## config.mk

```make
export PLATFORM = sky130hd
export DESIGN_NAME = varint_decoder
export DESIGN_NICKNAME = d
export VERILOG_FILES = /design/src/rtl/varint_defs_pkg.sv /design/src/rtl/varint_group_merge.sv /design/src/rtl/varint_decoder.sv
export SDC_FILE = /design/constraint.sdc
export NUM_CORES = 1
export LEC_CHECK = 0
export CAP_MARGIN = 10
export CORE_AREA = 10 10 162 164
export DETAILED_ROUTE_END_ITERATION = 8
export DIE_AREA = 0 0 172 174
export DONT_BUFFER_PORTS = 1
export HOLD_SLACK_MARGIN = 0.08
export SLEW_MARGIN = 20
export SYNTH_ARGS = -nofsm -noshare
export SYNTH_HDL_FRONTEND = slang
export SYNTH_SLANG_ARGS = --single-unit
```

## constraint.sdc

```tcl
create_clock -name clk -period 5 [get_ports clk]
set_clock_uncertainty 0.15 [all_clocks]
set_input_delay 0 -clock clk [delete_from_list [all_inputs] [get_ports clk]]
set_output_delay 0 -clock clk [all_outputs]
set_load 0.05 [all_outputs]
```

## src/rtl/varint_defs_pkg.sv

```systemverilog
// Shared definitions for the varint decoder: state encoding, default sizes
// and the continuation-bit position of a wire byte.
package varint_defs;

  typedef enum logic [1:0] {
    ST_ACCUM = 2'd0,
    ST_EMIT  = 2'd1,
    ST_DRAIN = 2'd2
  } state_t;

  localparam int VARINT_DATA_W    = 64;
  localparam int VARINT_MAX_BYTES = 10;
  localparam int VARINT_LEN_W     = 4;
  localparam int CONT_BIT         = 7;

endpackage

```

## src/rtl/varint_group_merge.sv

```systemverilog
// Combinational merge of one 7-bit payload group into the partial varint.
// Groups at or past MAX_BYTES contribute nothing; bits past DATA_W are cut.
module varint_group_merge
  import varint_defs::*;
#(
  parameter int DATA_W    = VARINT_DATA_W,
  parameter int MAX_BYTES = VARINT_MAX_BYTES,
  parameter int LEN_W     = VARINT_LEN_W
) (
  input  logic [DATA_W-1:0] acc,
  input  logic [LEN_W-1:0]  idx,
  input  logic [6:0]        payload,
  output logic [DATA_W-1:0] merged
);

  logic [DATA_W+6:0] wide;
  logic [DATA_W-1:0] shifted;

  always_comb begin
    wide    = '0;
    shifted = '0;
    for (int g = 0; g < MAX_BYTES; g++) begin
      if (idx == LEN_W'(g)) begin
        wide    = (DATA_W+7)'(payload) << (7 * g);
        shifted = wide[DATA_W-1:0];
      end
    end
    merged = acc | shifted;
  end

endmodule

```

## src/rtl/varint_decoder.sv

```systemverilog
// Base-128 varint decoder feeding the varint output FIFO, one byte per cycle.
// Optional overlong detection/drain is enabled with VARINT_OVERLONG_CHK_EN.
module varint_decoder
  import varint_defs::*;
#(
  parameter int DATA_W    = VARINT_DATA_W,
  parameter int MAX_BYTES = VARINT_MAX_BYTES,
  parameter int LEN_W     = VARINT_LEN_W
) (
  input  logic              clk,
  input  logic              reset,
  input  logic              byte_in_valid,
  input  logic [7:0]        byte_in,
  output logic              byte_in_ready,
  input  logic              varint_out_fifo_full,
  output logic              varint_out_push,
  output logic [DATA_W-1:0] varint_out_data,
  output logic [LEN_W-1:0]  varint_out_len,
  output logic              varint_err_overlong,
  output logic [1:0]        fsm_state
);

  // Handshake: a byte moves on a rising edge where byte_in_valid & byte_in_ready;
  // a value moves into the FIFO on a rising edge where varint_out_push is high.

  state_t            state, next_state;
  logic [DATA_W-1:0] acc;
  logic [DATA_W-1:0] merged;
  logic [LEN_W-1:0]  idx;
  logic [LEN_W-1:0]  idx_inc;
  logic              accept;
  logic              last_byte;

  assign accept    = byte_in_valid & byte_in_ready;
  assign last_byte = ~byte_in[CONT_BIT];
  assign idx_inc   = (idx == LEN_W'(MAX_BYTES)) ? idx : idx + LEN_W'(1);
  assign fsm_state = state;

  varint_group_merge #(
    .DATA_W    (DATA_W),
    .MAX_BYTES (MAX_BYTES),
    .LEN_W     (LEN_W)
  ) u_merge (
    .acc     (acc),
    .idx     (idx),
    .payload (byte_in[6:0]),
    .merged  (merged)
  );

  always_ff @(posedge clk or negedge reset) begin
    if (!reset) state <= ST_ACCUM;
    else        state <= next_state;
  end

  always_comb begin
    next_state = state;
    case (state)
      ST_ACCUM: begin
        if (accept && last_byte) next_state = ST_EMIT;
`ifdef VARINT_OVERLONG_CHK_EN
        else if (accept && idx == LEN_W'(MAX_BYTES - 1)) next_state = ST_DRAIN;
`endif
      end
      ST_EMIT: begin
        if (!varint_out_fifo_full) next_state = ST_ACCUM;
      end
`ifdef VARINT_OVERLONG_CHK_EN
      ST_DRAIN: begin
        if (accept && last_byte) next_state = ST_ACCUM;
      end
`endif
      default: next_state = ST_ACCUM;
    endcase
  end

  always_comb begin
    byte_in_ready   = (state == ST_ACCUM);
`ifdef VARINT_OVERLONG_CHK_EN
    if (state == ST_DRAIN) byte_in_ready = 1'b1;
`endif
    varint_out_push = (state == ST_EMIT) && !varint_out_fifo_full;
  end

`ifdef VARINT_OVERLONG_CHK_EN
  logic err_q;
  assign varint_err_overlong = err_q;
`else
  assign varint_err_overlong = 1'b0;
`endif

  always_ff @(posedge clk or negedge reset) begin
    if (!reset) begin
      acc             <= '0;
      idx             <= '0;
      varint_out_data <= '0;
      varint_out_len  <= '0;
`ifdef VARINT_OVERLONG_CHK_EN
      err_q           <= 1'b0;
`endif
    end else begin
`ifdef VARINT_OVERLONG_CHK_EN
      err_q <= 1'b0;
`endif
      case (state)
        ST_ACCUM: begin
          if (accept) begin
            acc <= merged;
            idx <= idx_inc;
            if (last_byte) begin
              varint_out_data <= merged;
              varint_out_len  <= idx_inc;
            end
          end
        end
        ST_EMIT: begin
          if (varint_out_push) begin
            acc <= '0;
            idx <= '0;
          end
        end
`ifdef VARINT_OVERLONG_CHK_EN
        // Discarded tail of an overlong varint; only its end is reported.
        ST_DRAIN: begin
          if (accept && last_byte) begin
            err_q <= 1'b1;
            acc   <= '0;
            idx   <= '0;
          end
        end
`endif
        default: begin
          acc <= '0;
          idx <= '0;
        end
      endcase
    end
  end

endmodule
```

## Word level (Yosys, flattened, before mapping)

Index checks and enable logic that the tools add are counted.

| storage, ports and cells | value |
|---|---|
| input bits | 12 |
| logic and storage cells | 52 |
| bits in registers | 138 |
| output and inout port bits | 73 |

| cells by class | value |
|---|---|
| equality and inequality tests | 15 |
| $add $sub $neg | 1 |
| reductions and logical operators | 8 |
| mux-type cells | 20 |
| bitwise operators | 3 |

Operators by type and width:

| cell | number |
|---|---|
| 2-to-1 mux 64 bit | 11 |
| case mux 64 bit (2 select lines) | 1 |
| bitwise OR 64 bit | 1 |
| equality test 4 x 3 -> 1 bit (second input constant) | 4 |
| equality test 4 bit (second input constant) | 3 |
| 2-to-1 mux 4 bit | 3 |
| equality test 4 x 2 -> 1 bit (second input constant) | 2 |
| case mux 4 bit (2 select lines) | 1 |
| 2-to-1 mux 7 bit | 1 |
| adder 4 x 1 -> 4 bit (second input constant) | 1 |
| equality test 4 x 1 -> 1 bit (second input constant) | 1 |
| zero test 4 bit | 1 |
| 2-to-1 mux 2 bit | 2 |
| inequality test 2 x 1 -> 1 bit (second input constant) | 2 |
| inequality test 2 bit (second input constant) | 2 |
| case mux 2 bit (2 select lines) | 1 |
| AND reduction 2 bit | 2 |
| AND reduction 3 bit | 1 |
| equality test 2 x 1 -> 1 bit (second input constant) | 1 |
| logical AND 1 bit | 2 |
| zero test 2 bit | 1 |
| AND 1 bit | 1 |
| zero test 1 bit | 1 |
| NOT 1 bit | 1 |

## Longest topological paths before layout

Gate-level depths: netlist (run 1).

| depth | value |
|---|---|
| word-level depth | 14 |
| depth in mapped cells | 7 |
| depth with buffers taken out | 5 |

## Modules after synthesis

A second synthesis (run 1) with hierarchy kept.

| unflattened totals | value |
|---|---|
| cells, all modules | 553 |
| area total of the unflattened synthesis | 5851.9 sq um |

Modules (own cells, without submodules):

| module | seq. area each (sq um) | cells each | area each (sq um) | times used |
|---|---|---|---|---|
| varint_decoder | 3428.3 | 461 | 5132.4 | 1 |
| varint_group_merge | 0.0 | 92 | 719.4 | 1 |

## Least setup slack after synthesis (run 1)

OpenSTA, ideal clock, no wires.

| path | value |
|---|---|
| path kind | register to register |
| start point | register state[0] (netlist: fsm_state[0]) |
| end point | register acc[22] |
| required time | 4.694 ns |
| slack | 2.926 ns |
| arrival time | 1.767 ns |
| path buffers | 2 |
| library setup time | 0.156 ns |
| stages on the path, launching flop included | 6 |
| period minus slack after synthesis | 2.074 ns |
| path through | dfrtp_1 nand2b_1 buf_2 inv_1 clkbuf_1 nor2_1 |

| between the ends | value |
|---|---|
| cells in the longest elaborated chain, start to end | 4 |
| elaborated cells on any way between the ends | 8 |
| classes of those cells | eq/ne (3); mux (1); bitwise (1); reduce/logical (3) |

Ends and longest elaborated chain:

| element | RTL line | RTL |
|---|---|---|
| from (decl) | varint_decoder.sv:26 | `state_t state, next_state;` |
| from (signal assigned) | varint_decoder.sv:52 | `else state <= next_state;` |
| equality test 2 x 1 -> 1 bit | varint_decoder.sv:81 | `varint_out_push = (state == ST_EMIT) && !varint_out_fifo_full;` |
| logical AND 1 bit | varint_decoder.sv:81 |  |
| via varint_out_push | varint_decoder.sv:16 | `output logic varint_out_push,` |
| inequality test 2 bit (no source line) | - |  |
| AND reduction 2 bit (no source line) | - |  |
| to (signal assigned) | varint_decoder.sv:107 | `acc <= merged;` |
| to (decl) | varint_decoder.sv:27 | `logic [DATA_W-1:0] acc;` |

The timed path passes the listed nets, and every way through them passes these cells.
A chain may end at the register's enable or synchronous reset.

## Final worst setup path (run 1)

| path | value |
|---|---|
| start point | register idx[0] |
| end point | register acc[3] |

| between the ends | value |
|---|---|
| cells in the longest elaborated chain, start to end | 14 |
| elaborated cells on any way between the ends | 23 |
| classes of those cells | eq/ne (9); mux (12); bitwise (1); reduce/logical (1) |

Ends and longest elaborated chain:

| element | RTL line | RTL |
|---|---|---|
| from (decl) | varint_decoder.sv:29 | `logic [LEN_W-1:0] idx;` |
| from (signal assigned) | varint_decoder.sv:108 | `idx <= idx_inc;` |
| zero test 4 bit | varint_group_merge.sv:23 | `if (idx == LEN_W'(g)) begin` |
| 2-to-1 mux 7 bit | varint_group_merge.sv:23 |  |
| 2-to-1 mux 64 bit (8 in a row) | varint_group_merge.sv:23 |  |
| 2-to-1 mux 64 bit (*) | varint_group_merge.sv:23 |  |
| bitwise OR 64 bit (*) | varint_group_merge.sv:28 | `merged = acc \| shifted;` |
| 2-to-1 mux 64 bit (*) | varint_decoder.sv:106 | `if (accept) begin` |
| case mux 64 bit (2 select lines) (*) | varint_decoder.sv:104 | `case (state)` |

Mark *: on every way between the ends. The rest lies on a longest branch, timed or not. The select of a mux whose other input is x is not followed.

==> run_results.csv, run 1 <==
group,metric,value,unit
status,status,"finished, final reports clean",
global_route,grt_max_degree,138,
die,std_cell_rows,56,
sta,tns,0,ps
global_route,grt_antenna_before_repair,5,
synth,ys.warnings.count,0,
detailed_routing,wl_per_cell,19.3,um
pwr,clkPwrFrac,27.9,%
clock_network,cts_buffers,17,
detailed_routing,ant_nets,0,
critical_path,crit_type,"reg -> reg",
synth,synth_top_area_share,60.4,%
pwr,power_density,682,mW/mm2
global_route,grt_first_pass_wirelength,24900,um
synth,ys_seq_area_share,60.4,%
global_route,grt_pass1_vias,3912,
global_route,grt_remaining_overflow,0,
sta,setup_viol,0,
detailed_routing,drt_iter0_markers,258,
critical_path,crit_path_end_kind,"flip-flop",
critical_path,arrival,2810,ps
job,max-cap-violations,0,
placement,placed_cells,780,
clock_network,clk_latency,420,ps
sta,slew_headroom,40.7,%
min_path,hold_path_class,"in -> async",
critical_path,cp_cell_sequence,"inv_1, ha_1, nor4b_4, and3_1, a22o_2",
critical_path,path_depth,5,
critical_path,critical_path_buf_inv_count,1,
critical_path,endpoint,"acc[3]$_DFFE_PN0P_",
sta,period_needed,2590,ps
die,dieHeight,174,um
synth,synth_top_area_cell,"dfrtp_1",
critical_path,regToRegEndpoint,"acc[3]$_DFFE_PN0P_",
synth,synth_area_leaders,"dfrtp_1, nor2_1, a22o_1",
sta,fin_crit_sh,51.8,%
sta,fmax,0.386,GHz
detailed_routing,first_pass_iters,5,
clock_network,clockBufferDepth,2,
detailed_routing,wl,16000,um
detailed_routing,vias_per_cell,4.75,
pwr,p_int,2.52,mW
synth,ys_types,35,
critical_path,worstPathRequired,5210,ps
die,start_util,24.6,%
synth,synth_area,0.00568,mm2
sta,hold_violations,0,
critical_path,r2r_setup_slack,2410,ps
critical_path,reg2reg_depth,5,
final_layout,syn_to_final_growth,15.7,%
pwr,power,4.48,mW
clock_network,cts_tree,"yes",
clock_network,numClockSinks,137,
synth,ys_async_sr_fraction,100,%
synth,postSynthCellCount,530,
pwr,p_sw,1.96,mW
die,fp.dieW,172,um
synth,yosys-top-cells-count,"dfrtp_1, nor2_1, nand2_1",
synth,synth_area_per_cell,10.7,um2
synth,yosysMostFrequentCell,"dfrtp_1",
critical_path,path_max_fanout,18,
pwr,vdd_drop_max,0.000188,V
placement,dp_hpwl,10300,um
detailed_routing,drc,0,
clock_network,cts_root_buffer,"clkbuf_16",
critical_path,cpMaxStageDelayCell,"nor4b_4",
pwr,power_leakage,2.94,nW
critical_path,timing.rr.start,"idx[0]$_DFFE_PN0P_",
final_layout,drive_gt1_share,9.93,%
pwr,switching_share,43.8,%
die,num_io_pins,85,
placement,port_buffers,0,
placement,gp_congestion,0.731,
pwr,pwr-share-comb,18.1,%
detailed_routing,vias,3931,
global_route,grt_use_total,10.8,%
clock_network,cts_max_level,4,
critical_path,worst_path_largest_cell_delay,790,ps
synth,ys_ff_latch,137,
synth,synth_ff_type,"dfrtp_1",
die,core,0.0231,mm2
critical_path,crit_path_start,"idx[0]$_DFFE_PN0P_",
synth,synth_edf_count,0,
pwr,seqPwrFrac,53.9,%
sta,rsz0062_at_grt,"no",
final_layout,fin_cells,827,
final_layout,final_nets,537,
critical_path,crit_path_start_kind,"flip-flop",
critical_path,crit_family,"simple AND/OR/NAND/NOR gates",
sta,worst_slew_pin_slew,885,ps
clock_network,clk_pin_slew,60,ps
sta,finalMaxSlewViolations,0,
die,dieArea,0.0299,mm2
-- sequential cells by signal (all words and copies together) (netlist names) --
name	count
acc	64
varint_out_data	64
idx	4
varint_out_len	4
fsm_state	1
-- worst min-delay path by stage --
stage	depth (start not counted)	slack, ps	end	from
floorplan	0	-450	acc[0]$_DFFE_PN0P_	reset
global placement	0	-430	varint_out_data[39]$_DFFE_PN0P_	reset
detailed placement	0	-430	varint_out_data[36]$_DFFE_PN0P_	reset
CTS	3	100	fsm_state[0]$_DFFE_PN0P_	varint_out_fifo_full
global route	3	110	fsm_state[0]$_DFFE_PN0P_	varint_out_fifo_full
finish	2	20	acc[37]$_DFFE_PN0P_	reset
-- power by group through the flow --
stage / clock network (mW) / registers, mW / logic [mW]
floorplan: 0 / 2.30 / 0.673
global placement: 0 / 2.46 / 0.750
detailed placement: 0 / 2.46 / 0.770
CTS: 1.28 / 2.44 / 0.821
global route: 1.33 / 2.48 / 0.919
finish: 1.25 / 2.42 / 0.812
-- layout make-up --
class	count	area, um2
inverters	5	18.8
multi-input cells	342	1980
clock buffers	17	425
flip-flops and latches	137	3430
repair buffers	18	183
diodes	3	7.51
well taps	290	363
fillers	2394	16600
clock inverters	15	165
-- cells by family after synthesis --
kind of cell	count (synthesis)	share of synthesized area, %
compound gates	174	19.8
xor+xnor	2	0.309
other cells	1	0.0660
fa+ha+maj	4	0.881
flops	137	60.4
mux	8	1.41
buf+inv	52	5.11
simple gates	152	12.1
-- stage by stage --
step                instance area (um2)  worst slack (ps)  utilization, %  hold slack, ps
finish                             6570              2410            28.4            17.0
global placement                   5830              2520            25.2            -434
floorplan                          5680              2930               -            -446
detailed placement                 5830              2470            25.2            -435
CTS                                6550              2230            28.3             101
global route                       6560              2250            28.4             113
-- layer usage --
metal  track usage [%]  part of all wire (%)  vias to the layer above
met5                 0                  0.16                        -
met4              3.20                  0.87                        4
met3              6.46                    11                       13
met2              15.8                    45                      107
met1              13.1                    43                     1924
li1                  -                     -                     1883
-- repair_timing --
action / in CTS / in global routing
gates resized for setup: 0 / 0
buffers inserted: 0 / 0
hold endpoints to repair: 270 / 0
hold buffers: 12 / 0
-- cell usage in the layout (no fill, tap or decap), types with 3 or more instances in the layout --
cell type / instances
o22ai_1: 21
nand2_1: 41
a41oi_1: 5
a21oi_1: 37
mux2i_1: 8
diode_2: 3
nand3_1: 6
nor2b_1: 3
a31oi_1: 38
inv_1: 5
and3_1: 3
o21ai_0: 33
dfrtp_1: 137
dlygate4sd3_1: 11
nor2_1: 83
ha_1: 4
clkbuf_16: 17
clkinv_4: 5
inv_6: 5
buf_4: 6
a22o_2: 7
a22o_1: 32
Note: power is estimated with default switching activity, not from simulation.
==> run 2: changes to the inputs <==
clock period = 2.29 ns   (was 5 ns; I/O delays follow)
==> run 2 against run 1 <==
  * The run now ends with negative hold slack left
  * Critical endpoint is now acc[2]$_DFFE_PN0P_
  * Combinational power increased by 130%
  * Worst hold slack got worse by 880 ps
  * Routed wire length decreased by 0.22%
  * Total power grew 120%
  * Worst setup slack got worse by 2200 ps
==> run_results.csv, run 2 (synthesized netlist as in run 1, its figures left out) <==
group,metric,value,unit
status,status,"finished with violations",
status,violations,"negative hold slack",
detailed_routing,vias,3994,
sta,hold_slack,-867,ps
die,fp.dieW,172,um
sta,fmax,0.484,GHz
pwr,power_leakage,2.98,nW
clock_network,cts_root_buffer,"clkbuf_16",
sta,tns,0,ps
clock_network,numClockSinks,137,
clock_network,cts_tree,"yes",
global_route,grt_use_total,10.7,%
sta,rsz0062_at_grt,"no",
detailed_routing,drt_iter0_markers,303,
critical_path,path_max_fanout,18,
min_path,hold_path_class,"in -> async",
clock_network,holdBufCountCts,11,
final_layout,fin_area,0.00663,mm2
die,dieArea,0.0299,mm2
global_route,gr-usage-met3,4.67,%
sta,period_needed,2070,ps
global_route,grt_pass1_vias,3853,
global_route,top_usage_layer,"met2",
final_layout,final_nets,549,
job,max-cap-violations,0,
detailed_routing,wl,16000,um
pwr,power_density,1480,mW/mm2
critical_path,crit_path_start_kind,"flip-flop",
clock_network,cts_max_level,4,
detailed_routing,drc,0,
sta,slew_headroom,54.0,%
clock_network,cts_buffers,17,
global_route,use_met1,13.8,%
clock_network,clk_pin_slew,60,ps
sta,setup_viol,0,
final_layout,drive_gt1_share,11.7,%
die,dieHeight,174,um
clock_network,post_cts_buffers,0,
sta,hold_violations,137,
global_route,grt_antenna_before_repair,4,
critical_path,arrival,2270,ps
final_layout,final_cell_mix,"dfrtp_1, nor2_1, nand2_1",
sta,layout_setup_ws,224,ps
sta,worst_slew_pin_slew,688,ps
placement,gp_congestion,0.727,
critical_path,crit_type,"reg -> reg",
detailed_routing,first_pass_iters,4,
placement,place_ws,186,ps
placement,port_buffers,0,
die,std_cell_rows,56,
final_layout,largestRegisters,"acc (64), varint_out_data (64)",
die,start_util,24.6,%
placement,dp_hpwl,10600,um
global_route,grt_first_pass_wirelength,24600,um
global_route,grt_max_degree,138,
placement,place_area,0.00594,mm2
critical_path,crit_path_end_kind,"flip-flop",
pwr,vdd_drop_max,0.000550,V
detailed_routing,vias_per_cell,4.77,
placement,placed_cells,793,
detailed_routing,wl_per_cell,19.0,um
clock_network,clockBufferDepth,2,
critical_path,worstPathRequired,2500,ps
final_layout,multi_input_area,0.00197,mm2
die,core,0.0231,mm2
clock_network,clk_latency,420,ps
final_layout,syn_to_final_growth,16.8,%
critical_path,r2r_setup_slack,220,ps
global_route,grt_remaining_overflow,0,
detailed_routing,ant_nets,0,
final_layout,register_area,0.00343,mm2
pwr,power,9.78,mW
final_layout,fin_cells,838,
sta,fin_crit_sh,90.2,%
sta,finalMaxSlewViolations,0,
die,num_io_pins,85,
final_layout,final_common_cell,"dfrtp_1",
final_layout,n_fill_cell,2397,
global_route,grtUsageMet2,15.6,%
## run 2: area by class of cell
class                   count  share of cell area [%]
diodes                      3                   0.113
clock buffers              18                    6.47
clock inverters            13                    2.21
inverters                   5                   0.283
multi-input cells         342                    29.7
flip-flops and latches    137                    51.7
well taps                 290                    5.47
repair buffers             30                    4.00
## run 2: repair_timing
action                                 CTS  global route
endpoints found under the hold margin  274           137
resized for setup                        0             1
setup endpoints to repair                0             6
## run 2: power breakdown
part	internal [mW]	switching (mW)	total [mW]	leakage, nW
sequential	3.15	2.08	5.23	1.77
combinational	0.808	1.06	1.86	0.934
clock	1.61	1.08	2.69	0.283
## run 2: worst paths after layout
kind,startpoint,cells past startpoint,end
worst max-delay path,idx[0]$_DFFE_PN0P_,6,acc[2]$_DFFE_PN0P_
worst min-delay path,reset,0,varint_out_data[39]$_DFFE_PN0P_
worst max register to register,idx[0]$_DFFE_PN0P_,6,acc[2]$_DFFE_PN0P_
worst min register to register,acc[53]$_DFFE_PN0P_,2,acc[53]$_DFFE_PN0P_
max in group asynchronous,reset,0,idx[0]$_DFFE_PN0P_
min in group clk,acc[53]$_DFFE_PN0P_,2,acc[53]$_DFFE_PN0P_
## run 2: layer usage
metal,vias to the layer above,wire (um)
li1,1907,-
met1,1946,6790
met4,2,244
met3,21,1630
met2,118,7270
met5,-,13
## run 2: critical path, stage by stage, from the launching register on
cell,delay [ps]
dfrtp_2,440
inv_1,90
ha_1,340
nor4b_4,310
buf_12,180
and3_1,300
a22o_2,180
## run 2: stage by stage
stage	hold WS (ps)	util [%]
after floorplan	-446	-
after global placement	-435	25.7
after detailed placement	-435	25.7
after CTS	-891	28.6
after global routing	-886	28.6
final	-867	28.7
==> run 3: changes to the inputs <==
CORE_AREA = 10 10 164 166   (was 10 10 162 164)
DIE_AREA = 0 0 174 176   (was 0 0 172 174)
SYNTH_HIERARCHICAL = 1   (was not set)
==> run 3 against run 2 <==
  * The run still ends with negative hold slack left
  * Design area up 4.3%
  * Highest routed layer is now met4
  * Core utilization up 0.36 points
  * Non-clock buffer count did not move
==> run_results.csv, run 3 <==
group,metric,value,unit
status,status,"finished with violations",
status,violations,"negative hold slack",
critical_path,crit_type,"reg -> reg",
die,std_cell_rows,57,
pwr,p_sw,4.77,mW
synth,yosys-top-cells-count,"nand2_1, dfrtp_1, a22o_1",
placement,dp_hpwl,10400,um
synth,ys_async_sr_fraction,100,%
synth,synth_ff_type,"dfrtp_1",
final_layout,fin_util,29.0,%
sta,period_needed,2160,ps
sta,fmax,0.463,GHz
final_layout,largestRegisters,"acc (64), varint_out_data (64)",
clock_network,cts_buffers,17,
synth,ys.warnings.count,6,
synth,synth_area,0.00585,mm2
job,max-cap-violations,0,
sta,finalMaxSlewViolations,0,
synth,synth_top_area_cell,"dfrtp_1",
synth,synth_area_per_cell,10.6,um2
critical_path,reg2reg_depth,5,
die,dieArea,0.0306,mm2
clock_network,numClockSinks,137,
final_layout,drive_gt1_share,9.91,%
sta,slew_headroom,58.1,%
sta,hold_violations,137,
critical_path,crit_path_start_kind,"flip-flop",
die,start_util,24.6,%
synth,synth_area_leaders,"dfrtp_1, nand2_1, a22o_1",
pwr,pwr-share-comb,20.5,%
pwr,p_int,6.08,mW
placement,placed_cells,851,
pwr,switching_share,44.0,%
detailed_routing,drc,0,
synth,ys_ff_latch,137,
die,core,0.0238,mm2
min_path,hold_path_class,"in -> async",
global_route,grt_use_total,10.6,%
pwr,vdd_drop_max,0.000471,V
critical_path,regToRegEndpoint,"varint_out_data[61]$_DFFE_PN0P_",
final_layout,final_nets,576,
critical_path,crit_path_end_kind,"flip-flop",
placement,gp_congestion,0.747,
clock_network,holdBufCountCts,16,
critical_path,path_max_fanout,16,
die,dieHeight,176,um
final_layout,antennaDiodeCount,0,
global_route,grt_first_pass_wirelength,25500,um
detailed_routing,first_pass_iters,4,
final_layout,multi_input_area,0.00220,mm2
sta,worst_slew_pin_slew,626,ps
sta,setup_viol,0,
synth,synth_edf_count,0,
pwr,power_density,1570,mW/mm2
synth,synth_top_area_share,58.6,%
synth,yosysMostFrequentCell,"nand2_1",
detailed_routing,drt_iter0_markers,308,
critical_path,arrival,2360,ps
die,num_io_pins,85,
synth,ys_types,36,
sta,fin_crit_sh,94.3,%
final_layout,final_common_cell,"nand2_1",
global_route,grt_remaining_overflow,0,
global_route,grt_max_degree,138,
final_layout,fin_cells,899,
final_layout,n_fill_cell,2467,
synth,postSynthCellCount,553,
global_route,grt_pass1_vias,4208,
global_route,grt_antenna_before_repair,0,
pwr,seqPwrFrac,54.0,%
critical_path,worstPathRequired,2490,ps
critical_path,r2r_setup_slack,130,ps
critical_path,timing.rr.start,"idx[0]$_DFFE_PN0P_",
sta,tns,0,ps
detailed_routing,vias_per_cell,4.49,
detailed_routing,vias,4036,
sta,rsz0062_at_grt,"no",
detailed_routing,wl,16200,um
synth,ys_seq_area_share,58.6,%
detailed_routing,ant_nets,0,
pwr,clkPwrFrac,25.5,%
detailed_routing,wl_per_cell,18.0,um
clock_network,clockBufferDepth,2,
final_layout,syn_to_final_growth,18.2,%
sta,hold_slack,-872,ps
clock_network,post_cts_buffers,0,
final_layout,final_cell_mix,"nand2_1, dfrtp_1, a22o_1",
die,fp.dieW,174,um
pwr,power_leakage,3.38,nW
final_layout,register_area,0.00343,mm2
placement,port_buffers,0,
clock_network,clk_pin_slew,60,ps
clock_network,cts_root_buffer,"clkbuf_16",
clock_network,clk_latency,420,ps
clock_network,cts_tree,"yes",
clock_network,cts_max_level,4,
run 3: worst max-delay path: stages, from the launching register on:
cell	delay [ps]
dfrtp_1	580
nor4b_4	500
a21o_1	200
nand2_1	50
dlygate4sd3_1	560
nand2_1	60
run 3: layout make-up:
cell class | count | area share (%)
Clock buffer | 20 | 6.31
Clock inverter | 12 | 2.17
Inverter | 2 | 0.109
Multi-Input combinational cell | 374 | 31.8
Sequential cell | 137 | 49.6
Tap cell | 324 | 5.86
Timing Repair Buffer | 30 | 4.20
run 3: power by group through the flow:
stage                     clock network (mW)  logic, mW  registers [mW]
after floorplan                            0       1.87            5.58
after global placement                     0       2.12            5.96
after detailed placement                   0       2.18            5.96
after CTS                               2.83       2.25            5.92
after global routing                    2.95       2.50            6.05
final                                   2.77       2.23            5.86
run 3: metal layers:
metal / GRT usage (%) / vias up / share of wire (%)
li1: - / 1933 / -
met1: 12.5 / 2009 / 42
met2: 16.5 / 79 / 47
met3: 4.93 / 15 / 9.1
met4: 4.06 / 0 / 1.5
met5: 0 / - / 0
run 3: worst max path at each step:
stage	cells past startpoint	start	to	slack (ps)
final	5	idx[0]$_DFFE_PN0P_	varint_out_data[61]$_DFFE_PN0P_	130
after global routing	5	idx[0]$_DFFE_PN0P_	varint_out_data[60]$_DFFE_PN0P_	2
after CTS	5	idx[1]$_DFFE_PN0P_	varint_out_data[59]$_DFFE_PN0P_	130
after detailed placement	4	idx[1]$_DFFE_PN0P_	idx[0]$_DFFE_PN0P_	430
after global placement	4	idx[1]$_DFFE_PN0P_	idx[0]$_DFFE_PN0P_	430
after floorplan	5	fsm_state[0]$_DFFE_PN0P_	acc[14]$_DFFE_PN0P_	200
run 3: repair_timing:
| item | CTS | global route |
|---|---|---|
| endpoints found under the hold margin | 274 | 137 |
| resized for setup | 0 | 1 |
| setup endpoints to repair | 0 | 2 |
run 3: logic make-up after synthesis:
group,Yosys count,synth area share (%)
flops,137,58.6
buf+inv,43,4.25
xor+xnor,1,0.150
compound gates,139,19.6
simple gates,229,16.7
mux,1,0.171
fa+ha+maj,2,0.428
other cells,1,0.0641
run 3: per-stage QoR:
stage          hold slack [ps]  setup slack (ps)  area, um2  total power [mW]
6_report                  -872               131       6920              10.9
4_1_cts                   -889               135       6920              11.0
3_3_place_gp              -438               430       6170              8.08
5_1_grt                   -895              2.22       6920              11.5
3_5_place_dp              -439               430       6170              8.14
2_1_floorplan             -446               202       5860              7.45
